===== src/rtl/gray_ptr_counter_pkg.sv =====
// Shared Gray/binary conversion helpers and constants for the Gray pointer counter.
// The converters work on a fixed maximum width; callers zero-extend and truncate to their own width.
package gray_ptr_counter_pkg;

    localparam int MIN_SYNC_STAGES = 2;
    localparam int CONV_MAX_W      = 32;

    typedef logic [CONV_MAX_W-1:0] conv_word_t;

    // Zero upper bits stay zero in both directions, so any width up to CONV_MAX_W converts exactly.
    function automatic conv_word_t bin2gray(input conv_word_t b);
        return b ^ (b >> 1'b1);
    endfunction

    function automatic conv_word_t gray2bin(input conv_word_t g);
        conv_word_t b;
        b[CONV_MAX_W-1] = g[CONV_MAX_W-1];
        for (int k = CONV_MAX_W - 2; k >= 0; k--) begin
            b[k] = b[k+1] ^ g[k];
        end
        return b;
    endfunction

endpackage


===== src/rtl/gray_ptr_counter_gray2bin.sv =====
// Combinational, width-parametrised Gray-to-binary converter.
module gray2bin_converter
    import gray_ptr_counter_pkg::*;
#(
    parameter int WIDTH = 4
)
(
    input  logic [WIDTH-1:0] i_gray,
    output logic [WIDTH-1:0] o_bin
);

    assign o_bin = WIDTH'(gray2bin(CONV_MAX_W'(i_gray)));

endmodule


===== src/rtl/gray_ptr_counter.sv =====
// Up/down binary pointer counter with a registered Gray copy, Gray load and wrap pulse.
// Optional foreign-pointer synchroniser enabled by defining GRAY_PTR_SYNC_EN.
module gray_ptr_counter
    import gray_ptr_counter_pkg::*;
#(
    parameter int PTR_WIDTH   = 4,
    parameter int SYNC_STAGES = 2
)
(
    input  logic                 clk,
    input  logic                 rst_n,
    input  logic                 inc_i,
    input  logic                 dec_i,
    input  logic                 load_i,
    input  logic [PTR_WIDTH-1:0] load_gray_i,
    output logic [PTR_WIDTH-1:0] bin_o,
    output logic [PTR_WIDTH-1:0] gray_o,
    output logic [PTR_WIDTH-1:0] gray_nxt_o,
    output logic                 wrap_o
`ifdef GRAY_PTR_SYNC_EN
    ,
    input  logic [PTR_WIDTH-1:0] sync_gray_i,
    output logic [PTR_WIDTH-1:0] sync_bin_o
`endif
);

    localparam logic [PTR_WIDTH-1:0] ALL_ONES = {PTR_WIDTH{1'b1}};
    localparam logic [PTR_WIDTH-1:0] ZERO     = {PTR_WIDTH{1'b0}};
    localparam logic [PTR_WIDTH-1:0] ONE      = {{(PTR_WIDTH-1){1'b0}}, 1'b1};

    logic [PTR_WIDTH-1:0] r_bin;
    logic [PTR_WIDTH-1:0] r_gray;
    logic                 r_wrap;
    logic [PTR_WIDTH-1:0] w_load_bin;
    logic [PTR_WIDTH-1:0] w_bin_nxt;
    logic [PTR_WIDTH-1:0] w_gray_nxt;
    logic                 w_wrap_nxt;

    gray2bin_converter #(.WIDTH(PTR_WIDTH)) u_load_conv (
        .i_gray (load_gray_i),
        .o_bin  (w_load_bin)
    );

    // Next-count selection: load beats inc/dec; inc and dec together cancel to a hold.
    always_comb begin
        w_bin_nxt  = r_bin;
        w_wrap_nxt = 1'b0;
        if (load_i) begin
            w_bin_nxt = w_load_bin;
        end else if (inc_i && !dec_i) begin
            w_bin_nxt  = r_bin + ONE;
            w_wrap_nxt = (r_bin == ALL_ONES);
        end else if (dec_i && !inc_i) begin
            w_bin_nxt  = r_bin - ONE;
            w_wrap_nxt = (r_bin == ZERO);
        end else begin
            w_bin_nxt  = r_bin;
            w_wrap_nxt = 1'b0;
        end
    end

    assign w_gray_nxt = PTR_WIDTH'(bin2gray(CONV_MAX_W'(w_bin_nxt)));

    // Count, Gray copy and wrap pulse all update on the same edge.
    always_ff @(posedge clk or negedge rst_n) begin
        if (!rst_n) begin
            r_bin  <= ZERO;
            r_gray <= ZERO;
            r_wrap <= 1'b0;
        end else begin
            r_bin  <= w_bin_nxt;
            r_gray <= w_gray_nxt;
            r_wrap <= w_wrap_nxt;
        end
    end

    assign bin_o      = r_bin;
    assign gray_o     = r_gray;
    assign gray_nxt_o = w_gray_nxt;
    assign wrap_o     = r_wrap;

`ifdef GRAY_PTR_SYNC_EN
    localparam int SYNC_DEPTH = (SYNC_STAGES < MIN_SYNC_STAGES) ? MIN_SYNC_STAGES : SYNC_STAGES;

    logic [PTR_WIDTH-1:0] r_sync [SYNC_DEPTH];
    logic [PTR_WIDTH-1:0] r_sync_bin;
    logic [PTR_WIDTH-1:0] w_sync_bin;

    // Plain flop chain: the foreign Gray value is only decoded after the last stage.
    always_ff @(posedge clk or negedge rst_n) begin
        if (!rst_n) begin
            for (int i = 0; i < SYNC_DEPTH; i++) begin
                r_sync[i] <= ZERO;
            end
        end else begin
            r_sync[0] <= sync_gray_i;
            for (int i = 1; i < SYNC_DEPTH; i++) begin
                r_sync[i] <= r_sync[i-1];
            end
        end
    end

    gray2bin_converter #(.WIDTH(PTR_WIDTH)) u_sync_conv (
        .i_gray (r_sync[SYNC_DEPTH-1]),
        .o_bin  (w_sync_bin)
    );

    // Register the decoded pointer so downstream compare logic sees a clean flop output.
    always_ff @(posedge clk or negedge rst_n) begin
        if (!rst_n) begin
            r_sync_bin <= ZERO;
        end else begin
            r_sync_bin <= w_sync_bin;
        end
    end

    assign sync_bin_o = r_sync_bin;
`endif

endmodule

===== config.mk =====
export PLATFORM = sky130hd
export DESIGN_NAME = gray_ptr_counter
export DESIGN_NICKNAME = d
export VERILOG_FILES = /design/src/rtl/gray_ptr_counter_pkg.sv /design/src/rtl/gray_ptr_counter_gray2bin.sv /design/src/rtl/gray_ptr_counter.sv
export SDC_FILE = /design/constraint.sdc
export NUM_CORES = 1
export LEC_CHECK = 0
export ABC_CLOCK_PERIOD_IN_PS = 4800
export CORE_AREA = 2 2 44 46
export DETAILED_ROUTE_END_ITERATION = 7
export DIE_AREA = 0 0 46 48
export GPL_TIMING_DRIVEN = 0
export PLACE_DENSITY = 0.69
export SLEW_MARGIN = 20
export SYNTH_ARGS = -nofsm -noshare
export SYNTH_HDL_FRONTEND = slang
export SYNTH_SLANG_ARGS = --single-unit

===== constraint.sdc =====
create_clock -name clk -period 4.8 [get_ports clk]
set_input_delay 0.72 -clock clk [delete_from_list [all_inputs] [get_ports clk]]
set_output_delay 0.72 -clock clk [all_outputs]
set_load 0.01 [all_outputs]

==> impl_metrics.toml <==
[status]
status = "complete, no violations"

[detailed_routing]
wire_per_inst_microns = 12.59
ant_nets = 0
via_per_inst = 5.105
vias = 536
dr.pass1.iters = 4
drc = 0
drt_iter0_markers = 7
wl_microns = 1322

[setup_path]
crit_path_max_fanout = 10
critPathCaptureType = "output pin"
cp.arrival_ns = 2.79
crit_path_start_kind = "primary input"
required_ns = 4.08
rrSetupSlack_ns = 2.97
crit_type = "in2out"
reg2regPathDepth = 6

[clock_tree]
clock_path_buffers = 2
postCtsHoldBufs = 0
cts_tree = "yes"
cts_resized = 0
clk_pin_slew_ns = 0.05
numCtsBuffers = 3
clk_latency_ns = 0.25
cts-htree-levels = 1
cts_root_buf = "clkbuf_4"
clock-sinks = 8
cts_setup_buffers = 0

[flow_run]
maxCapViolCount = 0

[timing]
fin_ws_ns = 1.295
hold_viol = 0
finClkSkew_ns = 0.002846
clock.fmax_mhz = 285.3
worst_pin_slew_ns = 0.3978
period_share_pct = 73.02
rsz0062_at_grt = "false"
maxSlewViolCount = 0
timing.slew.headroom_pct = 73.48
timing.hold.ws_ns = 0.7109
tns_ns = 0
fin_crit_ns = 3.505
setup_viol = 0

[floorplanning]
chipHeight_microns = 48
row_count = 15
core-area_sq_um = 1689
die_x_microns = 46
start_util_pct = 39.33
boundaryPins = 22
die-area_sq_um = 2208

[logic_synthesis]
netlist_area_sq_um = 664.4
avgSynthCellArea_sq_um = 10.22
syn-num-nets = 77
synth_ff_type = "dfrtp_1"
yosysSeqAreaShare_pct = 30.13
async_flop_share_pct = 100.0
synth_seq_cells = 8
ys_types = 29
yosysWarnings = 0
synth_edf_count = 0
synth_top_area_cell = "dfrtp_1"
yosys.area.top_type_share_pct = 30.13
syn-instance-count = 65
synth.area.top_cells = "dfrtp_1 (30%), nand3b_4 (9.0%), nand2_1 (6.2%)"

[global_routing]
grt_pass1_wl_microns = 2221
first_global_vias = 499
grt_start_max_net_pins = 11
overflow = 0
antenna_found_initial = 0
grt_usage_pct = 14.64

[cells_and_area]
instances_no_fill = 105
syn_to_final_growth_pct = 36.72
drive_above_1_share_pct = 13.64
multi_input_area_sq_um = 415.4
nFillCells = 157
nets = 102
ff_latch_area_sq_um = 200.2
final_core_util_pct = 53.78
n_antenna_cell = 0

[power]
powerDensity_nw_per_um2 = 347.8
cellLeakagePower_uw = 0.0004481
ir_drop_uv = 244.6

[placed_design]
gp_congestion = 0.7648
post-dp-hpwl_microns = 1042
dp_cells = 102
io_buffers = 20
pre_cts_slack_ns = 1.272

[hold_path]
min_path_cells = 2
hold_class = "reg2reg"
==> cells in the final DEF (no fill, tap or decap), types with 3 or more instances in the layout <==
cell	Yosys	routed
clkbuf_4	0	3
inv_1	3	3
clkdlybuf4s50_1	0	20
ha_1	3	3
nand2_1	11	11
o31ai_1	3	3
dfrtp_1	8	8
buf_4	3	3
nand3b_4	3	3
xor2_1	4	4
xnor2_1	3	3
==> synth_stat cells (2+ instances only) <==
| master | count |
|---|---|
| a211o_1 | 2 |
| buf_4 | 3 |
| dfrtp_1 | 8 |
| ha_1 | 3 |
| inv_1 | 3 |
| nand2_1 | 11 |
| nand3b_4 | 3 |
| nor2_1 | 2 |
| o211ai_1 | 2 |
| o21ai_1 | 2 |
| o31ai_1 | 3 |
| xnor2_1 | 3 |
| xor2_1 | 4 |
==> final cells by class <==
type / instances / area share (%)
multi-input cells: 49 / 45.73
plain buffers: 5 / 4.132
clock buffers: 3 / 2.479
inverters: 3 / 1.240
flip-flops and latches: 8 / 22.04
repair buffers: 20 / 22.04
well taps: 17 / 2.342
==> sequential cells by signal (all words and copies together) (netlist names) <==
signal	flops
gray_o	3
bin_o	4
wrap_o	1
==> cell families after synthesis <==
family,after synthesis,synth area share [%]
adder cells (fa/ha/maj),3,5.650
flip-flops,8,30.13
buffers and inverters,8,7.344
XOR/XNOR,8,12.62
AO/OA/AOI/OAI,16,20.34
AND/OR/NAND/NOR,21,22.41
multiplexers,1,1.507
==> routing by layer <==
metal / up-vias / GRT usage [%] / wire, microns
met5: - / 0 / 0
met4: 0 / 3.429 / 0
met3: 0 / 5.660 / 65
met2: 15 / 22.50 / 596
met1: 248 / 19.45 / 660
li1: 273 / - / -
==> per-stage QoR <==
step / power (uW) / area [sq um]
global route: 343.1 / 908.4
detailed placement: 268.3 / 885.9
CTS: 320.4 / 908.4
global placement: 266.3 / 885.9
floorplan: 199.4 / 664.4
finish: 315.9 / 908.4
==> final timing paths <==
kind	startpoint	end
max	dec_i	gray_nxt_o[0]
min	bin_o[3]$_DFF_PN0_	wrap_o$_DFF_PN0_
max reg2reg	bin_o[0]$_DFF_PN0_	gray_o[0]$_DFF_PN0_
min reg2reg	bin_o[3]$_DFF_PN0_	wrap_o$_DFF_PN0_
max in group asynchronous	rst_n	bin_o[1]$_DFF_PN0_
min in group asynchronous	rst_n	gray_o[0]$_DFF_PN0_
==> where the power goes <==
part | internal (uW) | switching [uW]
Combinational | 94.2 | 75.4
Clock | 28.5 | 21.0
Sequential | 81.1 | 15.7
Total | 204 | 112
==> critical path: stages <==
cell and delay, ns:
clkdlybuf4s50_1 0.49, buf_6 0.16, nor2_1 0.07, a211o_1 0.28, and3_1 0.16, o31ai_1 0.30, clkdlybuf4s50_1 0.60
No activity file was read; power rests on OpenSTA's default activity.
